**config.mk**
```make
export PLATFORM = sky130hd
export DESIGN_NAME = text_terminal_ctrl_flat
export DESIGN_NICKNAME = d
export VERILOG_FILES = /design/src/rtl/text_terminal_ctrl_pkg.sv /design/src/rtl/text_terminal_ctrl_if.sv /design/src/rtl/text_terminal_ctrl_pacer.sv /design/src/rtl/text_terminal_ctrl.sv /design/src/flat_wrapper.sv
export SDC_FILE = /design/constraint.sdc
export NUM_CORES = 1
export LEC_CHECK = 0
export CORE_ASPECT_RATIO = 0.6
export CORE_MARGIN = 2
export CORE_UTILIZATION = 53
export DETAILED_ROUTE_END_ITERATION = 10
export GPL_TIMING_DRIVEN = 0
export PLACE_DENSITY = 0.81
export SLEW_MARGIN = 10
export SYNTH_ARGS = -nofsm -noshare
export SYNTH_HDL_FRONTEND = slang
export SYNTH_HIERARCHICAL = 1
export SYNTH_SLANG_ARGS = --single-unit
```
**constraint.sdc**
```tcl
create_clock -name clk -period 2.5 [get_ports clk]
set_clock_uncertainty 0.2 [all_clocks]
set_input_delay 0.375 -clock clk [delete_from_list [all_inputs] [get_ports clk]]
set_output_delay 0.375 -clock clk [all_outputs]
set_load 0.03 [all_outputs]
```
**src/rtl/text_terminal_ctrl_pkg.sv**
```systemverilog
// Shared definitions for the text terminal path: geometry defaults, ASCII codes, FSM states.
package text_pkg;

  localparam int TEXT_COLS = 80;
  localparam int TEXT_ROWS = 30;

  localparam logic [7:0] CH_CR    = 8'h0D;
  localparam logic [7:0] CH_LF    = 8'h0A;
  localparam logic [7:0] CH_BS    = 8'h08;
  localparam logic [7:0] CH_FF    = 8'h0C;
  localparam logic [6:0] CH_BLANK = 7'h20;

  typedef enum logic [2:0] {
    ST_IDLE,
    ST_WR_CHAR,
    ST_WR_BS,
    ST_NEWLINE,
    ST_CLR_ROW,
    ST_CLR_ALL
  } term_state_t;

endpackage

```
**src/rtl/text_terminal_ctrl_if.sv**
```systemverilog
// Byte-source handshake, text-buffer write port and cursor signals of the terminal controller.
interface text_term_if;
  logic       char_valid;
  logic [7:0] char_data;
  logic       char_ready;
  logic       busy;
  logic       write_enable;
  logic [6:0] write_x;
  logic [4:0] write_y;
  logic [6:0] write_data;
  logic [6:0] cursor_x;
  logic [4:0] cursor_y;
  logic       clearing;

  modport master (
    input  char_valid, char_data, busy,
    output char_ready, write_enable, write_x, write_y, write_data,
           cursor_x, cursor_y, clearing
  );

  modport slave (
    output char_valid, char_data, busy,
    input  char_ready, write_enable, write_x, write_y, write_data,
           cursor_x, cursor_y, clearing
  );
endinterface

```
**src/rtl/text_terminal_ctrl_pacer.sv**
```systemverilog
// Turns a held write request into single strobes that respect busy and never run back to back.
module text_write_pacer (
  input  logic       i_clk,
  input  logic       i_reset,
  input  logic       i_req,
  input  logic       i_busy,
  input  logic [6:0] i_x,
  input  logic [4:0] i_y,
  input  logic [6:0] i_data,
  output logic       o_we,
  output logic [6:0] o_x,
  output logic [4:0] o_y,
  output logic [6:0] o_data,
  output logic       o_done
);

  logic r_strobe_d;

  // Gating with reset keeps the strobe low for every cycle reset is held.
  assign o_we   = i_req & ~i_busy & ~r_strobe_d & ~i_reset;
  assign o_x    = i_x;
  assign o_y    = i_y;
  assign o_data = i_data;
  assign o_done = r_strobe_d;

  always_ff @(posedge i_clk) begin
    if (i_reset) r_strobe_d <= 1'b0;
    else         r_strobe_d <= o_we;
  end

endmodule

```
**src/rtl/text_terminal_ctrl.sv**
```systemverilog
// Byte-stream terminal: cursor tracking, control-code handling and row/screen clears into the text buffer.
//   state      | meaning
//   IDLE       | char_ready=1, decode an accepted byte
//   WR_CHAR    | write captured character at cursor, then advance
//   WR_BS      | blank the cell at the already decremented cursor
//   NEWLINE    | move to column 0 of the next row (bottom wraps to top)
//   CLR_ROW    | blank every column of the cursor row
//   CLR_ALL    | blank the whole screen row-major, then home the cursor
module text_terminal_ctrl
  import text_pkg::*;
#(
  parameter int         COLS  = TEXT_COLS,
  parameter int         ROWS  = TEXT_ROWS,
  parameter logic [6:0] BLANK = CH_BLANK
) (
  input logic       clk,
  input logic       reset,
  text_term_if.master term
);

  localparam logic [6:0] X_LAST = 7'(COLS - 1);
  localparam logic [4:0] Y_LAST = 5'(ROWS - 1);

  term_state_t r_state, w_state_nxt;
  logic [6:0]  r_cx, w_cx_nxt, r_ix, w_ix_nxt, r_char, w_char_nxt;
  logic [4:0]  r_cy, w_cy_nxt, r_iy, w_iy_nxt;
  logic        r_ready;
  logic        w_take, w_req, w_done;
  logic [6:0]  w_wx, w_wd;
  logic [4:0]  w_wy;

  assign w_take = term.char_valid & r_ready;

  always_ff @(posedge clk) begin
    if (reset) begin
      r_state <= ST_CLR_ALL;
      r_cx    <= '0;
      r_cy    <= '0;
      r_ix    <= '0;
      r_iy    <= '0;
      r_char  <= BLANK;
      r_ready <= 1'b0;
    end else begin
      r_state <= w_state_nxt;
      r_cx    <= w_cx_nxt;
      r_cy    <= w_cy_nxt;
      r_ix    <= w_ix_nxt;
      r_iy    <= w_iy_nxt;
      r_char  <= w_char_nxt;
      r_ready <= (w_state_nxt == ST_IDLE);
    end
  end

  always_comb begin
    w_state_nxt = r_state;
    w_cx_nxt    = r_cx;
    w_cy_nxt    = r_cy;
    w_ix_nxt    = r_ix;
    w_iy_nxt    = r_iy;
    w_char_nxt  = r_char;
    w_req       = 1'b0;
    w_wx        = r_cx;
    w_wy        = r_cy;
    w_wd        = BLANK;
    case (r_state)
      ST_IDLE: begin
        if (w_take) begin
          if (term.char_data >= 8'h20 && term.char_data <= 8'h7E) begin
            w_char_nxt  = term.char_data[6:0];
            w_state_nxt = ST_WR_CHAR;
          end else if (term.char_data == CH_CR) begin
            w_cx_nxt = '0;
          end else if (term.char_data == CH_LF) begin
            w_state_nxt = ST_NEWLINE;
          end else if (term.char_data == CH_BS) begin
            if (r_cx != '0) begin
              w_cx_nxt    = r_cx - 7'd1;
              w_state_nxt = ST_WR_BS;
            end
          end else if (term.char_data == CH_FF) begin
            w_ix_nxt    = '0;
            w_iy_nxt    = '0;
            w_state_nxt = ST_CLR_ALL;
          end
        end
      end
      ST_WR_CHAR: begin
        w_req = 1'b1;
        w_wd  = r_char;
        if (w_done) begin
          if (r_cx < X_LAST) begin
            w_cx_nxt    = r_cx + 7'd1;
            w_state_nxt = ST_IDLE;
          end else begin
            w_state_nxt = ST_NEWLINE;
          end
        end
      end
      ST_WR_BS: begin
        w_req = 1'b1;
        if (w_done) w_state_nxt = ST_IDLE;
      end
      ST_NEWLINE: begin
        w_cx_nxt    = '0;
        w_cy_nxt    = (r_cy == Y_LAST) ? 5'd0 : r_cy + 5'd1;
        w_ix_nxt    = '0;
        w_state_nxt = ST_CLR_ROW;
      end
      ST_CLR_ROW: begin
        w_req = 1'b1;
        w_wx  = r_ix;
        if (w_done) begin
          if (r_ix == X_LAST) begin
            w_ix_nxt    = '0;
            w_state_nxt = ST_IDLE;
          end else begin
            w_ix_nxt = r_ix + 7'd1;
          end
        end
      end
      ST_CLR_ALL: begin
        w_req = 1'b1;
        w_wx  = r_ix;
        w_wy  = r_iy;
        if (w_done) begin
          if (r_ix == X_LAST) begin
            w_ix_nxt = '0;
            if (r_iy == Y_LAST) begin
              w_iy_nxt    = '0;
              w_cx_nxt    = '0;
              w_cy_nxt    = '0;
              w_state_nxt = ST_IDLE;
            end else begin
              w_iy_nxt = r_iy + 5'd1;
            end
          end else begin
            w_ix_nxt = r_ix + 7'd1;
          end
        end
      end
      default: w_state_nxt = ST_CLR_ALL;
    endcase
  end

  text_write_pacer u_pacer (
    .i_clk   (clk),
    .i_reset (reset),
    .i_req   (w_req),
    .i_busy  (term.busy),
    .i_x     (w_wx),
    .i_y     (w_wy),
    .i_data  (w_wd),
    .o_we    (term.write_enable),
    .o_x     (term.write_x),
    .o_y     (term.write_y),
    .o_data  (term.write_data),
    .o_done  (w_done)
  );

  assign term.char_ready = r_ready;
  assign term.cursor_x   = r_cx;
  assign term.cursor_y   = r_cy;
  assign term.clearing   = (r_state == ST_CLR_ROW) || (r_state == ST_CLR_ALL);

endmodule

```
**src/flat_wrapper.sv**
```systemverilog
// flat-port wrapper written by rule: the top's interface ports become plain ports
module text_terminal_ctrl_flat import text_pkg::*;
#(
  parameter int         COLS  = TEXT_COLS,
  parameter int         ROWS  = TEXT_ROWS,
  parameter logic [6:0] BLANK = CH_BLANK
)
  (clk, reset, term_char_valid, term_char_data, term_busy, term_char_ready, term_write_enable, term_write_x, term_write_y, term_write_data, term_cursor_x, term_cursor_y, term_clearing);
  text_term_if term_i ();
  input logic clk;
  input logic reset;
  input wire logic [$bits(term_i.char_valid)-1:0] term_char_valid;
  input wire logic [$bits(term_i.char_data)-1:0] term_char_data;
  input wire logic [$bits(term_i.busy)-1:0] term_busy;
  output wire logic [$bits(term_i.char_ready)-1:0] term_char_ready;
  output wire logic [$bits(term_i.write_enable)-1:0] term_write_enable;
  output wire logic [$bits(term_i.write_x)-1:0] term_write_x;
  output wire logic [$bits(term_i.write_y)-1:0] term_write_y;
  output wire logic [$bits(term_i.write_data)-1:0] term_write_data;
  output wire logic [$bits(term_i.cursor_x)-1:0] term_cursor_x;
  output wire logic [$bits(term_i.cursor_y)-1:0] term_cursor_y;
  output wire logic [$bits(term_i.clearing)-1:0] term_clearing;
  assign term_i.char_valid = term_char_valid;
  assign term_i.char_data = term_char_data;
  assign term_i.busy = term_busy;
  assign term_char_ready = term_i.char_ready;
  assign term_write_enable = term_i.write_enable;
  assign term_write_x = term_i.write_x;
  assign term_write_y = term_i.write_y;
  assign term_write_data = term_i.write_data;
  assign term_cursor_x = term_i.cursor_x;
  assign term_cursor_y = term_i.cursor_y;
  assign term_clearing = term_i.clearing;
  text_terminal_ctrl #(.COLS(COLS), .ROWS(ROWS), .BLANK(BLANK)) u_core (.clk(clk), .reset(reset), .term(term_i));
endmodule
```
* Word-level counts from Yosys, hierarchy flattened *
Cells that the tools add are included.

operators by class
  reductions and logical operators = 16
  add/subtract/negate cells = 5
  equality and inequality tests = 27
  bitwise gates (word level) = 7
  multiplexer cells = 56
  magnitude comparators = 3

operators with widths
  cell                                                                number
  two-way mux 7 bit                                                   21
  two-way mux 5 bit                                                   14
  two-way mux 3 bit                                                   14
  equality test 8 x 4 -> 1 bit (second input constant)                4
  one-hot mux 7 bit (4 select lines)                                  1
  one-hot mux 7 bit (3 select lines)                                  1
  one-hot mux 5 bit (2 select lines)                                  2
  one-hot mux 3 bit (6 select lines)                                  1
  adder 7 x 1 -> 7 bit (second input constant)                        2
  != test 2 x 1 -> 1 bit (second input constant)                      6
  != test 2 bit (second input constant)                               6
  AND reduction 11 bit                                                1
  adder 5 x 1 -> 5 bit (second input constant)                        2
  equality test 5 bit (second input constant)                         2
  AND reduction 9 bit                                                 1
  greater-or-equal comparator 8 x 6 -> 1 bit (second input constant)  1
  less-or-equal comparator 8 x 7 -> 1 bit (second input constant)     1
  AND reduction 8 bit                                                 1
  equality test 7 bit (second input constant)                         1
  less-than comparator 7 bit (second input constant)                  1
  nonzero test 7 bit                                                  1
  subtractor 7 x 1 -> 7 bit (second input constant)                   1
  equality test 3 x 2 -> 1 bit (second input constant)                2
  equality test 3 bit (second input constant)                         2
  17 further kinds                                                    25

storage, ports and cells
  input bits = 12
  flip-flop bits (word level) = 36
  word-level logic and storage cells = 122

* Longest topological paths before layout *
Gate-level depths: netlist (run 1).

  word-level depth = 9
  depth in mapped cells = 10
  depth with buffers taken out = 8

* Modules after synthesis *
Netlist (run 1), hierarchy kept.

by module, submodules not included
  module              cells each  area an instance (sq um)  instances  seq. area each (sq um)
  text_terminal_ctrl  305         2352.3                    1          700.7
  text_write_pacer    22          180.2                     1          20.0

* Least setup slack after synthesis (run 1) *
Ideal clock, no wire load.

  path type = reg2reg
  start = reg u_core.r_cx[0], in the netlist u_core/term.cursor_x[0]
  end = reg u_core.r_cx[6], in the netlist u_core/term.cursor_x[6]
  cell stages (with the launch flop) = 11
  clock period less this slack = 2.516 ns
  slack = -0.016 ns
  buffers on the path = 2
  required time = 2.172 ns
  arrival time = 2.188 ns
  path through = dfxtp_1 > buf_2 > inv_1 > ha_1 > nor2b_1 > a311o_1 > a21oi_1 > nand4_2 > buf_4 > a221oi_1 > o31ai_1

on the way
  longest elaborated chain between the ends = 8

RTL lines
  what                                RTL line                  RTL
  start: declaration                  text_terminal_ctrl.sv:25  logic [6:0] r_cx, w_cx_nxt, r_ix, w_ix_nxt, r_char, w_char_nxt;
  start signal: assignment            text_terminal_ctrl.sv:45  r_cx <= w_cx_nxt;
  subtractor 7 x 1 -> 7 bit           text_terminal_ctrl.sv:77  w_cx_nxt = r_cx - 7'd1;
  two-way mux 7 bit                   text_terminal_ctrl.sv:76  if (r_cx != '0) begin
  two-way mux 7 bit                   text_terminal_ctrl.sv:75  end else if (term.char_data == CH_BS) begin
  two-way mux 7 bit                   text_terminal_ctrl.sv:73  end else if (term.char_data == CH_LF) begin
  two-way mux 7 bit                   text_terminal_ctrl.sv:71  end else if (term.char_data == CH_CR) begin
  two-way mux 7 bit                   text_terminal_ctrl.sv:68  if (term.char_data >= 8'h20 && term.char_data <= 8'h7E) begin
  two-way mux 7 bit                   text_terminal_ctrl.sv:67  if (w_take) begin
  one-hot mux 7 bit (4 select lines)  text_terminal_ctrl.sv:65  case (r_state)

Parallel ways exist; a longest one is shown, timed or not. The select of a mux whose other input is x is not followed.
A chain may end at the register's enable or synchronous reset.

* Final worst setup path (run 1) *
  start = in term_char_data[3]
  end = reg u_core.r_iy[2]

on the way
  longest elaborated chain between the ends = 4

RTL lines
  what                                                                                                          RTL line                  RTL
  start: declaration                                                                                            flat_wrapper.sv:13        input wire logic [$bits(term_i.char_data)-1:0] term_char_data;
  greater-or-equal comparator 8 x 6 -> 1 bit / less-or-equal comparator 8 x 7 -> 1 bit (equally long branches)  text_terminal_ctrl.sv:68
  logical AND 1 bit                                                                                             text_terminal_ctrl.sv:68
  != test 2 bit (no line)                                                                                       -
  AND reduction 9 bit (no line) *                                                                               -
  end signal: assignment                                                                                        text_terminal_ctrl.sv:48  r_iy <= w_iy_nxt;
  end: declaration                                                                                              text_terminal_ctrl.sv:26  logic [4:0] r_cy, w_cy_nxt, r_iy, w_iy_nxt;

Every way passes the cells marked *; elsewhere a longest branch is shown, timed or not.

==> results by stage, run 1 <==
Outcome:
- The run finished with clean final reports.

STA:
- Timing would allow up to 404 MHz.
- The share of the cycle needed by the critical path after routing is 0.989.
- On the final layout, the worst hold slack is ~0.29 ns.
- Setup repair after global routing could not meet its margin everywhere.
- After layout, the minimum clock period comes to around 2.5 ns.
- The worst relative slew slack is 0.618.
- The number of endpoints failing setup at the final stage is 0.
- The transition time of the tightest slew-check pin is 0.573 ns.
- The final hold violation count is 0.
- Setup slack closes at 0.0275 ns.
- The max-slew violation count is 0.

Final layout:
- In the final layout, the multi-input gates occupy around 1700 um^2.
- Across the whole layout, storage elements account for approximately 730 um^2.
- For this run, the share of the core covered by cells in the final layout is 0.710.
- Once layout is complete, the cells apart from fillers number around 440.
- The net total in the final layout is 400.
- Of the cells placed in the final design, the portion with a size suffix greater than 1 is 0.221.
- The growth of design area from synthesis to finish is 28.7%.
- The count of antenna diodes in the layout is 0.
- The total of fill cells in the finished design is 380.

Yosys:
- In the synthesized netlist the async set-or-reset flop fraction comes to 0.
- The cell count after synthesis came out at 327.
- The post-synthesis compound-gate area fraction came to 0.208.
- The sequential area share after synthesis is 0.285.
- By area the synthesized netlist is led by sky130_fd_sc_hd__dfxtp_1 (28%), sky130_fd_sc_hd__buf_4 (5.9%), sky130_fd_sc_hd__nand2_1 (5.8%).
- Measured against the total synthesized area, the mux share comes to 0.0494.
- Synthesis inferred 36 register bits.
- The largest area contributor in the synthesized netlist is sky130_fd_sc_hd__dfxtp_1.
- The simple-gate portion of the synthesized area is 0.306.
- The number of synthesized flops with an enable pin is 0.
- In this run the mean area of a mapped cell was a little under 8 um^2.
- The fraction of synthesized cell area in xor and xnor cells is 0.0138.
- The cell area after synthesis is about 2500 um^2.
- The fraction of synthesized cell area taken by the top area cell type is 0.285.
- The count of yosys warnings during synthesis is 6.
- The number of distinct library cells after synthesis is 58.
- The combinational family with the most area after synthesis is simple AND/OR/NAND/NOR gates.
- The adder and majority cell fraction of the synthesized area is 0.0395.
- The number of nets handed over by synthesis was 347.
- The most used flip-flop cell after synthesis is sky130_fd_sc_hd__dfxtp_1.

Clock tree:
- The clock root buffer is sky130_fd_sc_hd__clkbuf_8.
- The clock net in this run drives a total of 36 sinks.
- The CTS H-tree depth is 2.
- The number of buffers added by the clock tree synthesis step is 5.
- In this run the deepest clock path goes through 2 buffers.
- TritonCTS built the clock tree.
- After clock tree synthesis, the clock-pin slew on the worst setup and hold paths is 0.08 ns.
- The clock latency of the later-clocked register in the worst-skew pair is 0.29 ns.

Worst setup path:
- The critical path goes through clkdlybuf4s50_1, and4_1, a311oi_2, o21ai_2, buf_4, o21ai_1, nor2_1, nor3_1.
- The endpoint required time on the critical path is ~2.5 ns.
- The nature of the critical path endpoint is a flip-flop.
- The biggest cell delay along the critical path is 0.51 ns.
- The largest driver fanout on the critical path is 7.
- The category of the worst setup path launch point is an input pin.
- The slowest cell on the critical path is sky130_fd_sc_hd__clkdlybuf4s50_1.
- The critical path is of the input pin to flip-flop type.
- The critical path data arrival time is 2.48 ns.

Global routing:
- The final global-route overflow total is 0.
- The number of global-route vias before repair is 2401.
- The largest net degree at the start of global routing is 11.
- The first global-routing pass estimated 11.7 mm of wire.
- The total global-route track usage is 0.275.
- The initial antenna violation count is 0.

Die:
- In this run the standard cell core region covers 4590 um^2.
- The initial utilization of the core area, before any placement, comes to 0.552.
- In this run the count of I/O pins placed on the die edge is 46.
- The die covers around 5400 um^2.
- The number of standard-cell rows in the floorplan is 19.
- From bottom edge to top edge, the die measures about 58 um.
- The horizontal die dimension is 93.2 um.

Placed design:
- The half-perimeter wire length after placement is around 5 mm.
- The number of placed instances, taps included, is between 400 and 500.
- Before CTS, the worst setup slack after placement is -0.222 ns.
- The number of port buffers is between 40 and 50.
- At the end of routability-driven placement, the weighted congestion stood at ~0.92.

Hold path:
- The tightest min-delay check is of the flip-flop to flip-flop type.

Detailed routing:
- The ratio of routed vias to standard cells is between 5 and 6.
- The number of design rule violations left after detail routing is 0.
- In the final routing, the length of wire on met1 measures between 3 and 4 mm.
- Summed over all nets, wire length on met2 after detailed routing comes to 3.03 mm.
- The routed length on met3 is ~650 um.
- The residual antenna-violating net count after detailed routing is 0.
- The via count is around 2.6k.
- The first detailed-routing pass took 6 iterations.
- Dividing the detail-routed wire length by the instance count gives 16.3 um.
- The number of DRC markers in iteration 0 is 246.
- Routed signal wires occupy layers up through met4.
- Wires add up to 7.22 mm.

Pwr:
- The power density of the placed cells is 343 nW/um^2.
- Summed over all cells, the static leakage comes to 0.00124 uW.
- The share of power burned in registers is 0.518.
- The net switching power is around 270 uW.
- The internal power of the cells totals about 850 uW.
- The peak supply drop is 0.000236 V.
- Of the total power, combinational logic draws 0.073.
- The share of total power dissipated in the clock network is 0.409.
- Of the total power, the share spent switching nets is 0.237.

Job:
- The total of max-cap violations is 0.
## flip-flops by register name (all words and copies together) (netlist names)
| signal | cells |
|---|---|
| u_core/term.cursor_x | 7 |
| u_core/u_pacer/o_done | 1 |
| u_core/r_char | 7 |
| u_core/r_iy | 5 |
| u_core/term.char_ready | 1 |
| u_core/r_state | 3 |
| u_core/r_ix | 7 |
| u_core/term.cursor_y | 5 |
## kinds of logic (layout without fill, tap and decap cells)
group,after synthesis,after routing
muxes,12,12
adders and majority gates,8,8
AOI/OAI and AO/OA,77,77
xor gates and xnor gates,4,4
buffers and inverters,43,96
and+or+nand+nor,147,147
DFF,36,36
## placed cells by master, fill, tap and decap left out, types with 8 or more instances in the layout
cell / synthesis / routed
sky130_fd_sc_hd__nor2_1: 32 / 29
sky130_fd_sc_hd__o21ai_0: 18 / 18
sky130_fd_sc_hd__nor3_1: 9 / 9
sky130_fd_sc_hd__nand3_1: 10 / 9
sky130_fd_sc_hd__buf_4: 20 / 29
sky130_fd_sc_hd__nand2_1: 39 / 39
sky130_fd_sc_hd__and3_1: 10 / 10
sky130_fd_sc_hd__nand2b_1: 8 / 8
sky130_fd_sc_hd__clkdlybuf4s50_1: 0 / 23
sky130_fd_sc_hd__mux2i_1: 8 / 8
sky130_fd_sc_hd__dfxtp_1: 36 / 32
sky130_fd_sc_hd__a21oi_1: 20 / 19
## per-stage QoR
| step | TNS [ns] | total power (uW) | cell area (um^2) |
|---|---|---|---|
| after floorplan | 0 | 629 | 2540 |
| after global placement | -2.63 | 671 | 3070 |
| after detailed placement | -3.70 | 672 | 3070 |
| after CTS | -0.112 | 1130 | 3170 |
| after global routing | -0.0178 | 1160 | 3260 |
| final | 0 | 1120 | 3260 |
## cell type report
cell class	count	share of cell area
Timing Repair Buffer	48	0.133
Tap cell	63	0.0242
Clock buffer	7	0.0296
Multi-Input combinational cell	248	0.511
Inverter	8	0.00998
Buffer	33	0.0683
Sequential cell	36	0.224
## synth_stat cells (all sizes together) (2+ instances only)
cell	number
xor2	3
nand2	40
nand2b	8
nor2	32
nor3	10
and3	10
nand4	6
a221oi	2
nor2b	2
nand4b	5
a211oi	4
a22o	2
nor4b	4
a2111oi	3
o211ai	3
nor3b	3
dfxtp	36
and2	5
a31oi	3
o21ai	21
buf	29
a21oi	20
ha	8
or3	6
nor4	2
mux2i	8
nand3	10
a211o	3
o21a	2
a41oi	2
mux2	4
inv	8
o31ai	2
clkbuf	6
## worst paths after layout
check	startpoint	endpoint	slack, ns	cells past startpoint
worst max-delay path	term_char_data[3]	u_core/r_iy[2]$_SDFFE_PP0P_	0.03	8
worst max register to register	u_core/r_ix[1]$_SDFFE_PP0P_	u_core/term.cursor_x[1]$_SDFFE_PP0P_	0.12	9
worst min-delay path	u_core/r_char[1]$_SDFFE_PP0P_	u_core/r_char[1]$_SDFFE_PP0P_	0.29	2
worst min register to register	u_core/r_char[1]$_SDFFE_PP0P_	u_core/r_char[1]$_SDFFE_PP0P_	0.29	2
## timing repair
| action | in CTS | in global routing |
|---|---|---|
| cloned | 0 | 0 |
| hold buffers | 0 | 0 |
| resized for setup | 42 | 46 |
| pin swaps | 1 | 2 |
| endpoints found under the hold margin | 0 | 0 |
| buffers inserted | 0 | 3 |
| setup endpoints to repair | 24 | 34 |
## power groups by stage
stage	clock, uW	combinational [uW]	sequential [uW]
global placement	0	76.9	594
global route	493	86.0	580
floorplan	0	37.1	592
finish	458	81.6	580
detailed placement	0	77.6	594
CTS	467	78.0	581
## routing by layer
layer | track usage | up-vias
met5 | 0 | -
met4 | 0.0588 | 0
met3 | 0.0793 | 6
met2 | 0.395 | 140
met1 | 0.410 | 1211
li1 | - | 1277
## worst max-delay path: cells and delay by family
family	cells	cell delay, ns
AOI/OAI and AO/OA	3	0.82
buffers and inverters	2	0.69
and+or+nand+nor	3	0.58
Power figures use the tool's default switching activity.
==> run 2, diff against run 1 <==
--- a/config.mk
+++ b/config.mk
@@ -8,6 +8,7 @@
 export CORE_ASPECT_RATIO = 0.6
 export CORE_MARGIN = 2
 export CORE_UTILIZATION = 53
+export CTS_CLUSTER_DIAMETER = 40
 export DETAILED_ROUTE_END_ITERATION = 10
 export GPL_TIMING_DRIVEN = 0
 export PLACE_DENSITY = 0.81
==> results of run 2 <==
No change in the layout: final DEF, timing and power equal those of run 1.
==> variant, RTL diff (flow settings as in run 1) <==
Encoding of `term_state_t`: now one-hot (6 bits for 6 states).
--- a/src/rtl/text_terminal_ctrl_pkg.sv
+++ b/src/rtl/text_terminal_ctrl_pkg.sv
@@ -10,13 +10,13 @@
   localparam logic [7:0] CH_FF    = 8'h0C;
   localparam logic [6:0] CH_BLANK = 7'h20;
 
-  typedef enum logic [2:0] {
-    ST_IDLE,
-    ST_WR_CHAR,
-    ST_WR_BS,
-    ST_NEWLINE,
-    ST_CLR_ROW,
-    ST_CLR_ALL
+  typedef enum logic [5:0] {
+    ST_IDLE    = 6'b000001,
+    ST_WR_CHAR = 6'b000010,
+    ST_WR_BS   = 6'b000100,
+    ST_NEWLINE = 6'b001000,
+    ST_CLR_ROW = 6'b010000,
+    ST_CLR_ALL = 6'b100000
   } term_state_t;
 
 endpackage
Behaviour: no difference found for any inputs over 10 cycles, from zero or initial values and one cycle with reset high; not proved beyond that.
==> variant against run 1 <==
The run now ends with negative setup slack left. Combinational power is 8.9% higher. Total power is 13% higher. Final area is 18% higher. Critical path depth stayed put. Global-route usage is 0.74 points higher. Register-to-register slack worse by 200 ps. Cell count is 14% higher. Clock power is 21% higher. Sequential cell count is 3 higher. Setup slack worse by 110 ps. Wire length is 26% higher. Area after synthesis is 11% higher. Maximum frequency is 4.1% lower. Largest cell class unchanged.
==> variant: results (changes against run 1) <==
\begin{tabular}{lr}
\hline
Metric & Value \\
\hline
\multicolumn{2}{l}{\textbf{Logic synthesis}} \\
\quad Area contributors post-synth & dfxtp\_1, nand2\_1, nor2\_1, buf\_4, a21oi\_1 \\
\quad Synth top cells by count & nand2\_1, nor2\_1, dfxtp\_1 \\
\quad Count of unique library cells instantiated by Yosys & 61 (+5.2\%) \\
\quad Average cell area after synthesis & 7.78 µm² (+0.42\%) \\
\multicolumn{2}{l}{\textbf{Critical path}} \\
\quad CP max-delay cell & or4b\_4 \\
\quad Reg-to-reg critical path startpoint & u\_core/r\_state[4]\$\_SDFF\_PP0\_ \\
\quad Reg-to-reg endpoint & u\_core/r\_ix[6]\$\_SDFFE\_PP0P\_ \\
\quad Top fanout value on the critical path & 6 (-1) \\
\multicolumn{2}{l}{\textbf{GRT}} \\
\quad GR Util met2 & 0.448 (+0.0535) \\
\quad Global-route wire length before repair & 13400 µm (+14\%) \\
\quad Global-route track usage on met3 & 0.0668 (-0.0124) \\
\quad GRT met1 Usage & 0.389 (-0.0217) \\
\quad GRT Total Usage & 0.283 (+0.00739) \\
\quad Via count of the first global-routing pass & 2707 (+13\%) \\
\multicolumn{2}{l}{\textbf{Placed design}} \\
\quad Quantity of I/O buffers inserted on ports & 44 (-2.2\%) \\
\quad Placed cells & 472 (+8.5\%) \\
\quad Detailed Place HPWL & 5690 µm (+15\%) \\
\multicolumn{2}{l}{\textbf{Cells and area}} \\
\quad Number of nets in the final layout & 456 (+14\%) \\
\quad Final instance count without filler cells & 503 (+14\%) \\
\quad Filler cells & 390 (+2.6\%) \\
\multicolumn{2}{l}{\textbf{Routing}} \\
\quad DRC violation total after the first TritonRoute iteration & 280 (+14\%) \\
\quad Wire length after detailed routing & 9070 µm (+26\%) \\
\quad WL met1 & 4060 µm (+16\%) \\
\multicolumn{2}{l}{\textbf{Worst hold path}} \\
\quad Worst Hold Depth & 3 (+1) \\
\quad Worst hold path type & in2reg \\
\multicolumn{2}{l}{\textbf{Clock network}} \\
\quad Setup Buffers After CTS & 18 (+18) \\
\multicolumn{2}{l}{\textbf{Timing}} \\
\quad Setup violations, final & 8 (+8) \\
\quad Post-layout worst setup margin & -77.5 ps (-105 ps) \\
\multicolumn{2}{l}{\textbf{Run status}} \\
\quad Violations in the final reports & negative setup slack \\
\quad Status & finished with violations \\
\hline
\end{tabular}
## variant: where the power goes
part           internal [mW]  switching [mW]
registers              0.621         0.00282
logic                 0.0353          0.0536
clock network          0.323           0.232
total                  0.979           0.288
## variant: area by class of cell
class	count	area, µm²	area share
clock inverter	2	35.0	0.00913
multi-input combinational	273	1940	0.507
sequential	39	791	0.206
tap	66	82.6	0.0215
clock buffer	6	82.6	0.0215
timing repair buffer	72	599	0.156
buffer	36	269	0.0701
inverter	9	33.8	0.00881
## variant: worst max-delay path, delay by kind of cell, from the launching register on
family | cells | cell delay [ps]
simple gates | 3 | 980
buf+inv | 2 | 270
compound gates | 3 | 600
flops | 1 | 380
## variant: cells by family (layout without fill, tap and decap cells)
group	Yosys count	in the layout	synth area share
adders and majority gates	8	8	0.0356
DFF	39	39	0.277
AOI/OAI and AO/OA	79	79	0.197
and+or+nand+nor	165	165	0.316
buffers and inverters	50	125	0.101
muxes	13	13	0.0480
xor gates and xnor gates	8	8	0.0249
